$ cat config.mk
export PLATFORM = sky130hd
export DESIGN_NAME = free_list
export DESIGN_NICKNAME = d
export VERILOG_FILES = /design/src/rtl/Falco_pkg.sv /design/src/rtl/free_list.sv
export SDC_FILE = /design/constraint.sdc
export NUM_CORES = 1
export LEC_CHECK = 0
export CORE_UTILIZATION = 45
export CTS_CLUSTER_SIZE = 10
export DETAILED_ROUTE_END_ITERATION = 7
export GPL_TIMING_DRIVEN = 0
export MAX_ROUTING_LAYER = met4
export PLACE_DENSITY = 0.65
export SLEW_MARGIN = 10
export SYNTH_ARGS = -nofsm -noshare
export SYNTH_HDL_FRONTEND = slang
export SYNTH_SLANG_ARGS = --single-unit
$ cat constraint.sdc
create_clock -name clk -period 3.8 [get_ports clk]
set_input_delay 0.38 -clock clk [delete_from_list [all_inputs] [get_ports clk]]
set_output_delay 0.38 -clock clk [all_outputs]
set_load 0.01 [all_outputs]
$ cat src/rtl/Falco_pkg.sv
// Falco shared types and sizing for the rename free list.
// Imported by the rename-stage blocks.
package Falco_pkg;

  localparam int PRF_NUM  = 64;
  localparam int PRF_W    = $clog2(PRF_NUM);
  localparam int FL_DEPTH = PRF_NUM - 32;
  localparam int FL_IDX_W = $clog2(FL_DEPTH);
  localparam int FL_PTR_W = FL_IDX_W + 1;
  localparam int FL_BASE  = 32;

  typedef logic [PRF_W-1:0]    prf_specifier_t;
  typedef logic [FL_PTR_W-1:0] fl_ptr_t;
  typedef logic [FL_IDX_W-1:0] fl_idx_t;

  localparam fl_ptr_t FL_DEPTH_PTR = fl_ptr_t'(FL_DEPTH);

endpackage

$ cat src/rtl/free_list.sv
// Dual-pop / dual-push circular free list of physical registers.
// Speculative read pointer is rewound to the commit pointer on flush.
module free_list
  import Falco_pkg::*;
(
  input  logic                clk,
  input  logic                rst,
  input  logic                pop0_req,
  input  logic                pop1_req,
  output prf_specifier_t      pop_prf0,
  output prf_specifier_t      pop_prf1,
  output logic                pop_ok,
  input  logic                push0_valid,
  input  logic                push1_valid,
  input  prf_specifier_t      push0_prf,
  input  prf_specifier_t      push1_prf,
  input  logic                commit0_alloc,
  input  logic                commit1_alloc,
  input  logic                flush,
  output logic [FL_PTR_W-1:0] free_count
);

  prf_specifier_t r_mem [FL_DEPTH];
  fl_ptr_t        r_rd_ptr;
  fl_ptr_t        r_wr_ptr;
  fl_ptr_t        r_cmt_ptr;

  logic [1:0]     w_need;
  logic [1:0]     w_push_n;
  logic [1:0]     w_cmt_n;
  fl_ptr_t        w_rd_p1;
  fl_ptr_t        w_wr_p1;
  fl_ptr_t        w_rd_next;
  fl_ptr_t        w_wr_next;
  fl_ptr_t        w_cmt_next;
  fl_idx_t        w_rd_idx0;
  fl_idx_t        w_rd_idx1;
  fl_idx_t        w_wr_idx0;
  fl_idx_t        w_wr_idx1;

  function automatic fl_ptr_t ptr_add(input fl_ptr_t p, input logic [1:0] n);
    return p + fl_ptr_t'(n);
  endfunction

  // Occupancy, grant and combinational read ports
  always_comb begin
    w_need     = {1'b0, pop0_req} + {1'b0, pop1_req};
    w_push_n   = {1'b0, push0_valid} + {1'b0, push1_valid};
    w_cmt_n    = {1'b0, commit0_alloc} + {1'b0, commit1_alloc};
    free_count = r_wr_ptr - r_rd_ptr;
    pop_ok     = (free_count >= fl_ptr_t'(w_need)) && !flush;
    w_rd_p1    = ptr_add(r_rd_ptr, 2'd1);
    w_wr_p1    = ptr_add(r_wr_ptr, 2'd1);
    w_rd_idx0  = r_rd_ptr[FL_IDX_W-1:0];
    w_rd_idx1  = pop0_req ? w_rd_p1[FL_IDX_W-1:0] : w_rd_idx0;
    w_wr_idx0  = r_wr_ptr[FL_IDX_W-1:0];
    w_wr_idx1  = push0_valid ? w_wr_p1[FL_IDX_W-1:0] : w_wr_idx0;
    pop_prf0   = r_mem[w_rd_idx0];
    pop_prf1   = r_mem[w_rd_idx1];
  end

  // Next pointer values; flush rewinds to the post-commit position
  always_comb begin
    w_cmt_next = ptr_add(r_cmt_ptr, w_cmt_n);
    w_wr_next  = ptr_add(r_wr_ptr, w_push_n);
    w_rd_next  = r_rd_ptr;
    if (flush)
      w_rd_next = w_cmt_next;
    else if (pop_ok)
      w_rd_next = ptr_add(r_rd_ptr, w_need);
  end

  // Pointer registers
  always_ff @(posedge clk) begin
    if (rst) begin
      r_rd_ptr  <= '0;
      r_cmt_ptr <= '0;
      r_wr_ptr  <= FL_DEPTH_PTR;
    end else begin
      r_rd_ptr  <= w_rd_next;
      r_cmt_ptr <= w_cmt_next;
      r_wr_ptr  <= w_wr_next;
    end
  end

  // Entry storage; pushes are compacted into consecutive slots
  always_ff @(posedge clk) begin
    if (rst) begin
      for (int i = 0; i < FL_DEPTH; i++)
        r_mem[i] <= prf_specifier_t'(FL_BASE + i);
    end else begin
      if (push0_valid)
        r_mem[w_wr_idx0] <= push0_prf;
      if (push1_valid)
        r_mem[w_wr_idx1] <= push1_prf;
    end
  end

  // Overflow and commit-overtakes-rename sanity checks
  always_ff @(posedge clk) begin
    if (!rst) begin
      assert (fl_ptr_t'(w_wr_next - w_cmt_next) <= FL_DEPTH_PTR)
        else $error("free_list overflow: wr-cmt beyond depth");
      assert (fl_ptr_t'(w_rd_next - w_cmt_next) <= FL_DEPTH_PTR)
        else $error("free_list commit pointer passed read pointer");
    end
  end

endmodule
==> Word-level counts from Yosys, hierarchy flattened <==
Memory sizes are Yosys's and may differ from the RTL's. A register that Yosys moved wholly into a read port is not among the register bits.
Index checks and enable logic that the tools add are counted.
{ "op_classes": {"n_mul": 0, "eq_ne": 0, "shift": 0, "magnitude_cmp": 1, "n_bitwise": 0, "div": 0, "add_sub_neg": 9, "reduce_logical": 5, "muxes": 20} }
{ "ops": {"columns": ["op", "n"], "rows": [
  ["2-to-1 mux 5 bit", 6],
  ["2-to-1 mux 6 bit", 4],
  ["adder 6 x 2 -> 6 bit", 3],
  ["OR reduction 6 bit", 2],
  ["adder 5 x 1 -> 5 bit, second input constant", 2],
  ["2-to-1 mux 1 bit", 10],
  ["adder 1 x 1 -> 2 bit", 3],
  [">= comparator 6 x 2 -> 1 bit", 1],
  ["subtractor 6 bit", 1],
  ["nonzero test 2 bit", 1],
  ["logical AND 1 bit", 1],
  ["logical NOT 1 bit", 1]
]} }
{ "totals": {"latch_bits": 0, "mem_bits_rw": 192, "in_bits": 21, "mem_bits_ro": 0, "ff_bits": 18, "mem_count": 1} }
{ "mem_list": {"columns": ["memory", "words", "width", "rd", "rd_ports_with_merged_regs", "wr", "line", "rtl"], "rows": [
  ["r_mem", 32, 6, 2, 1, 32, "free_list.sv:23", "prf_specifier_t r_mem [FL_DEPTH];"]
]} }

==> Logic depth before layout (Yosys ltp) <==
Gate-level depths: netlist of the first run.
{ "depth": {"depth_word": 7, "depth_mapped": 11} }

==> Worst setup path before layout of the first run <==
OpenSTA, ideal clock, no wires.
{ "synth_timing": {"path_kind": "reg-to-output", "startpoint": "reg r_rd_ptr[1]", "endpoint": "out pop_prf1[1]", "slack_ns": 0.899, "arrival_ns": 2.521, "path_buffers": 1, "path_stages_with_launch": 8, "cell_sequence": "dfxtp_1 ha_1 mux2i_2 buf_2 mux4_2 o22ai_1 a31oi_1 mux2_2"} }
{ "synth_via": {"elab_chain_cells": 3} }
{ "synth_rtl": {"columns": ["element", "line", "rtl"], "rows": [
  ["from (decl)", "free_list.sv:24", "fl_ptr_t r_rd_ptr;"],
  ["from (signal assigned)", "free_list.sv:80", "r_rd_ptr <= w_rd_next;"],
  ["adder 5 x 1 -> 5 bit", "free_list.sv:42", "return p + fl_ptr_t'(n);"],
  ["2-to-1 mux 5 bit *", "free_list.sv:55", "w_rd_idx1 = pop0_req ? w_rd_p1[FL_IDX_W-1:0] : w_rd_idx0;"],
  ["memory read (32 x 6 bit) *", null, null],
  ["to (decl)", "free_list.sv:11", "output prf_specifier_t pop_prf1,"]
]} }
Mark *: on every way between the ends. The rest lies on a longest branch, timed or not.

==> flow_metrics.env, run 1 <==
export IMPL_rsz0062_at_grt="false"
export IMPL_synth_async_reset_ratio=0
export IMPL_ir_worst_vdd_uv=261
export IMPL_numCtsBuffers=26
export IMPL_finalCriticalPeriod_ns=3.76
export IMPL_crit_required_ns=3.42
export IMPL_track_usage=0.376
export IMPL_syn_area_per_cell_um2=11.3
export IMPL_antenna_found_initial=2
export IMPL_ys_seq_area_frac=0.452
export IMPL_endpoint_kind="output port"
export IMPL_initialDrtViolationCount=1874
export IMPL_synth_compound_area_frac=0.116
export IMPL_setup_viol=0
export IMPL_dieArea_mm2=0.0313
export IMPL_synth_seq_cells=215
export IMPL_synthAdderAreaFrac=0.0222
export IMPL_path_max_fanout=10
export IMPL_period_share=0.991
export IMPL_worstPathArrival_ns=3.38
export IMPL_synth_area_mm2=0.0138
export IMPL_synth_top_family_by_area="multiplexers"
export IMPL_muxShareOfSynthArea=0.206
export IMPL_hp_class="input pin to flop"
export IMPL_p_total_mw=7.20
export IMPL_worst_pin_slew_ns=1.25
export IMPL_yosys_area_top_type_share=0.419
export IMPL_cap_violations=0
export IMPL_route_vias_total=12043
export IMPL_yosysWarnings=0
export IMPL_area_growth_pct=13.7
export IMPL_via_per_inst=7.10
export IMPL_h_tree_depth=1
export IMPL_synth_xor_area_frac=0.0114
export IMPL_initial_core_util=0.461
export IMPL_clkLatencyLatePin_ns=0.55
export IMPL_cts_tree="built"
export IMPL_startpoint_type="flop"
export IMPL_cts_path_max_buffers=3
export IMPL_gp_congestion=1.05
export IMPL_rows=63
export IMPL_yosys_most_used_dff="edfxtp_1"
export IMPL_final_antenna_net_count=0
export IMPL_yosysTopAreaCell="edfxtp_1"
export IMPL_max_freq_mhz=266
export IMPL_routedWlPerCell_um=32.9
export IMPL_synthesis_nets=1265
export IMPL_fillers=2612
export IMPL_cp_cell_sequence="buf_4, buf_4, mux4_2, mux4_2, mux2_2, clkdlybuf4s50_1"
export IMPL_cts_hold_buf=0
export IMPL_die_y_um=177
export IMPL_hold_viol=0
export IMPL_synth_edf_count=192
export IMPL_yosys_top_cells_area="edfxtp_1, mux4_2, nand2_1"
export IMPL_synth_simple_gate_area_frac=0.147
export IMPL_slowest_delay_ns=0.56
export IMPL_syn_inst=1222
export IMPL_setup_tns_ns=0
export IMPL_coreArea_mm2=0.0299
export IMPL_grt_start_max_net_pins=13
export IMPL_io_pins=40
export IMPL_grt_pass1_wl_mm=79.6
export IMPL_path_class="flop to output port"
export IMPL_grt_pass1_vias=11351
export IMPL_die_x_um=177
export IMPL_critical_path_slowest_cell="mux4_2"
export IMPL_power_density_mw_per_mm2=460
export IMPL_clockRootBuffer="clkbuf_16"
export IMPL_fin_nets=1337
export IMPL_final_common_cell="edfxtp_1"
export IMPL_layout_drive_gt1_share=0.164
export IMPL_drt_wl_total_mm=55.8
export IMPL_synthDistinctLibCells=64
export IMPL_post_dp_hpwl_mm=40.6
export IMPL_finalClockSkew_ns=0.0104
export IMPL_slew_headroom=0.163
export IMPL_outcome="completed"
export IMPL_cts_sinks=215
export IMPL_dr_pass1_iters=5
export IMPL_clk_pin_slew_ns=0.06
export IMPL_io_buffers=29
export IMPL_p_leak_nw=4.67
export IMPL_grt_overflow=0
export IMPL_layout_common_cells="edfxtp_1, nand2_1, mux4_2"
export IMPL_remaining_drc_errors=0
export IMPL_slew_violations=0
-- per-stage QoR --
step	instance area (µm²)	utilization	cells	worst slack, ns	hold WS, ns
global route	15700	0.524	1697	0.000195	0.351
CTS	15600	0.523	1693	0.0216	0.287
detailed placement	14500	0.487	1641	-0.987	0.507
floorplan	13800	-	1222	0.899	0.481
global placement	14500	0.487	1641	-1.03	0.499
finish	15700	0.524	1697	0.0359	0.297
-- synth_stat cells (all sizes together) (4+ instances only) --
library cell	count
clkbuf	92
o22ai	17
ha	18
buf	21
and3	6
nand4	8
edfxtp	192
fa	4
xor2	5
o21ai	67
a211oi	4
inv	33
a22oi	16
mux2i	8
nor4	26
or3	17
a31oi	33
nor3	39
nand3	52
a21oi	62
o22a	21
o31ai	12
clkinv	4
xnor2	12
mux4	111
nor2b	8
nor2	96
o211ai	12
nand2b	9
nand3b	6
or3b	6
nand2	134
dfxtp	23
mux2	17
and2	7
-- final cells by class --
cell class                 count  area, µm²  area share
tap                          390        488      0.0312
sequential                   215       6240       0.398
antenna                        2       5.00    0.000320
multi-input combinational    857       7010       0.448
timing repair buffer          44        435      0.0278
buffer                       113        581      0.0371
inverter                      37        139     0.00887
clock inverter                 2       7.51    0.000480
clock buffer                  37        754      0.0482
-- kinds of logic after synthesis --
| family | Yosys count |
|---|---|
| and+or+nand+nor | 424 |
| AOI/OAI and AO/OA | 258 |
| xor gates and xnor gates | 17 |
| DFF | 215 |
| buffers and inverters | 150 |
| adders and majority gates | 22 |
| muxes | 136 |
-- state kept, by name, indices dropped and copies added, names as in the netlist, named ones only --
| register | flops |
|---|---|
| r_mem | 192 |
| r_wr_ptr | 6 |
| r_rd_ptr | 6 |
| r_cmt_ptr | 6 |
-- worst paths after layout --
path                start  cells past startpoint      endpoint  slack (ns)
max                  flop                      6   pop_prf0[1]        0.04
min                 flush                      3   r_rd_ptr[5]        0.30
max reg2reg   r_wr_ptr[1]                      6  r_mem[20][2]        0.35
min reg2reg  r_cmt_ptr[5]                      2  r_cmt_ptr[5]        0.52
-- report_power, final --
part | leakage, nW | internal (mW) | switching (mW) | total (mW)
combinational | 2.52 | 0.908 | 1.19 | 2.10
sequential | 1.78 | 2.65 | 0.0788 | 2.73
clock | 0.371 | 1.35 | 1.01 | 2.36
-- critical path, delay by kind of cell (launching register included) --
kind | cells | cell delay (ns)
buf+inv | 3 | 1.09
flops | 1 | 0.47
mux | 3 | 1.27
-- layer usage --
layer | part of all wire | routed length (µm) | vias up | global-route usage
li1 | - | - | 4915 | -
met3 | 0.14 | 7720 | 202 | 0.104
met2 | 0.44 | 24300 | 1023 | 0.541
met1 | 0.37 | 20500 | 5903 | 0.486
met4 | 0.058 | 3260 | 0 | 0.197
met5 | 0 | 0 | - | -
-- timing repair --
| action | CTS | global route |
|---|---|---|
| setup buffers | 12 | 2 |
| endpoints found under the setup margin | 13 | 10 |
| gates resized for setup | 84 | 11 |
| pin swaps | 2 | 0 |
| gates cloned | 1 | 0 |
No activity file was read; power rests on OpenSTA's default activity.
==> inputs of run 2 (changes only) <==
--- a/config.mk
+++ b/config.mk
@@ -10,7 +10,7 @@
 export DETAILED_ROUTE_END_ITERATION = 7
 export GPL_TIMING_DRIVEN = 0
 export MAX_ROUTING_LAYER = met4
-export PLACE_DENSITY = 0.65
+export PLACE_DENSITY_LB_ADDON = 0.1
 export SLEW_MARGIN = 10
 export SYNTH_ARGS = -nofsm -noshare
 export SYNTH_HDL_FRONTEND = slang
==> constraint.sdc (replaced) <==
create_clock -name clk -period 4 [get_ports clk]
set_input_delay 0.4 -clock clk [delete_from_list [all_inputs] [get_ports clk]]
set_output_delay 0.4 -clock clk [all_outputs]
set_load 0.01 [all_outputs]
==> flow_metrics.env, run 2 (synthesis results as in run 1) <==
export IMPL_cp_num_buf_inv=3
export IMPL_clockRootBuffer="clkbuf_16"
export IMPL_setup_viol=0
export IMPL_max_freq_mhz=253
export IMPL_h_tree_depth=1
export IMPL_fillers=2647
export IMPL_num_antenna_cells=0
export IMPL_final_antenna_net_count=0
export IMPL_io_pins=40
export IMPL_cts_tree="built"
export IMPL_hp_start="flush"
export IMPL_rows=63
export IMPL_power_density_mw_per_mm2=433
export IMPL_dieArea_mm2=0.0313
export IMPL_hp_class="input pin to flop"
export IMPL_largest_register_ffs=192
export IMPL_via_per_inst=6.98
export IMPL_final_cells=1695
export IMPL_place_area_mm2=0.0145
export IMPL_remaining_drc_errors=0
export IMPL_critical_path_slowest_cell="mux4_2"
export IMPL_route_vias_total=11833
export IMPL_layout_drive_gt1_share=0.160
export IMPL_die_y_um=177
export IMPL_crit_family="multiplexers"
export IMPL_cts_hold_buf=0
export IMPL_numCtsBuffers=27
export IMPL_fin_nets=1333
export IMPL_grt_pass1_wl_mm=79.8
export IMPL_finalCriticalPeriod_ns=3.95
export IMPL_io_buffers=29
export IMPL_grt_pass1_vias=10824
export IMPL_finalInstanceArea_mm2=0.0156
export IMPL_grt_start_max_net_pins=13
export IMPL_pre_cts_ws_ns=-0.896
export IMPL_clkLatencyLatePin_ns=0.54
export IMPL_drt_wl_total_mm=56.9
export IMPL_layout_common_cells="edfxtp_1, nand2_1, mux4_2"
export IMPL_final_common_cell="edfxtp_1"
export IMPL_p_leak_nw=4.61
export IMPL_area_growth_pct=13.1
export IMPL_finalClockSkew_ns=0.0101
export IMPL_slowest_delay_ns=0.54
export IMPL_initialDrtViolationCount=2027
export IMPL_clk_pin_slew_ns=0.06
export IMPL_regMostFlops="r_mem"
export IMPL_hold_viol=0
export IMPL_dr_pass1_iters=6
export IMPL_post_dp_hpwl_mm=42.3
export IMPL_ir_worst_vdd_uv=304
export IMPL_period_share=0.987
export IMPL_routedWlPerCell_um=33.5
export IMPL_slew_violations=0
export IMPL_gp_congestion=1.01
export IMPL_cts_path_max_buffers=3
export IMPL_antenna_found_initial=1
export IMPL_fin_ws_ns=0.0518
export IMPL_cap_violations=0
export IMPL_rr_startpoint="r_wr_ptr[1]"
export IMPL_crit_required_ns=3.60
export IMPL_cts_sinks=215
export IMPL_startpoint_type="flop"
export IMPL_worst_pin_slew_ns=1.21
export IMPL_cp_cell_sequence="buf_2, buf_2, mux4_2, mux4_2, mux2_2, clkdlybuf4s50_1"
export IMPL_track_usage=0.380
export IMPL_initial_core_util=0.461
export IMPL_path_class="flop to output port"
export IMPL_die_x_um=177
export IMPL_endpoint_kind="output port"
export IMPL_rsz0062_at_grt="true"
export IMPL_grt_overflow=0
export IMPL_coreArea_mm2=0.0299
export IMPL_worstPathArrival_ns=3.55
export IMPL_r2r_slack_ns=0.61
export IMPL_slew_headroom=0.187
export IMPL_place_inst=1641
export IMPL_path_max_fanout=10
export IMPL_outcome="completed"
-- run 2: changes by cell type in the layout (fill, tap and decap cells not counted), moves of 3 or more --
| cell | change |
|---|---|
| clkdlybuf4s50_1 | +3 |
| buf_2 | +3 |
| mux2_2 | +3 |
| buf_4 | -4 |
| mux2_4 | -3 |
-- run 2: path summary, 6_finish.rpt --
| check | end | cells past startpoint |
|---|---|---|
| setup / recovery | pop_prf0[4] | 6 |
| setup reg to reg | r_mem[22][2] | 7 |
| hold / removal | r_rd_ptr[5] | 3 |
| hold reg to reg | r_cmt_ptr[5] | 2 |
-- run 2: repair_timing --
action / CTS / global route
cloned: 0 / 0
gates resized for setup: 58 / 11
buffers inserted: 11 / 0
pin swaps: 1 / 1
setup endpoints to repair: 12 / 9
-- run 2: area by class of cell --
cell class	count	area, µm²	area share
flip-flops and latches	215	6240	0.401
well taps	390	488	0.0314
inverters	37	139	0.00892
multi-input cells	857	7010	0.450
clock inverters	7	32.5	0.00209
plain buffers	112	549	0.0353
repair buffers	40	387	0.0248
clock buffers	37	723	0.0465
-- run 2: worst min-delay path: stages --
cell,delay [ns]
clkbuf_1,0.18
nor2_1,0.17
a211oi_1,0.09
-- run 2: power breakdown --
part	internal [mW]	total [mW]	switching [mW]
clock network	1.24	2.21	0.966
logic	0.826	1.94	1.11
registers	2.52	2.60	0.0741
-- run 2: metal layers --
layer,GRT usage,share of wire,vias up
met5,-,0,-
met4,0.172,0.052,0
met3,0.0863,0.14,149
met2,0.540,0.43,976
met1,0.516,0.38,5810
li1,-,-,4898
-- run 2: per-stage QoR --
stage               total power, mW  hold WS, ns  utilization  TNS, ns
floorplan                      3.71        0.481            -        0
global placement               4.43        0.503        0.487    -4.61
detailed placement             4.43        0.520        0.487    -4.58
CTS                            6.68        0.322        0.520        0
global route                   6.88        0.356        0.521  -0.0703
finish                         6.74        0.350        0.521        0
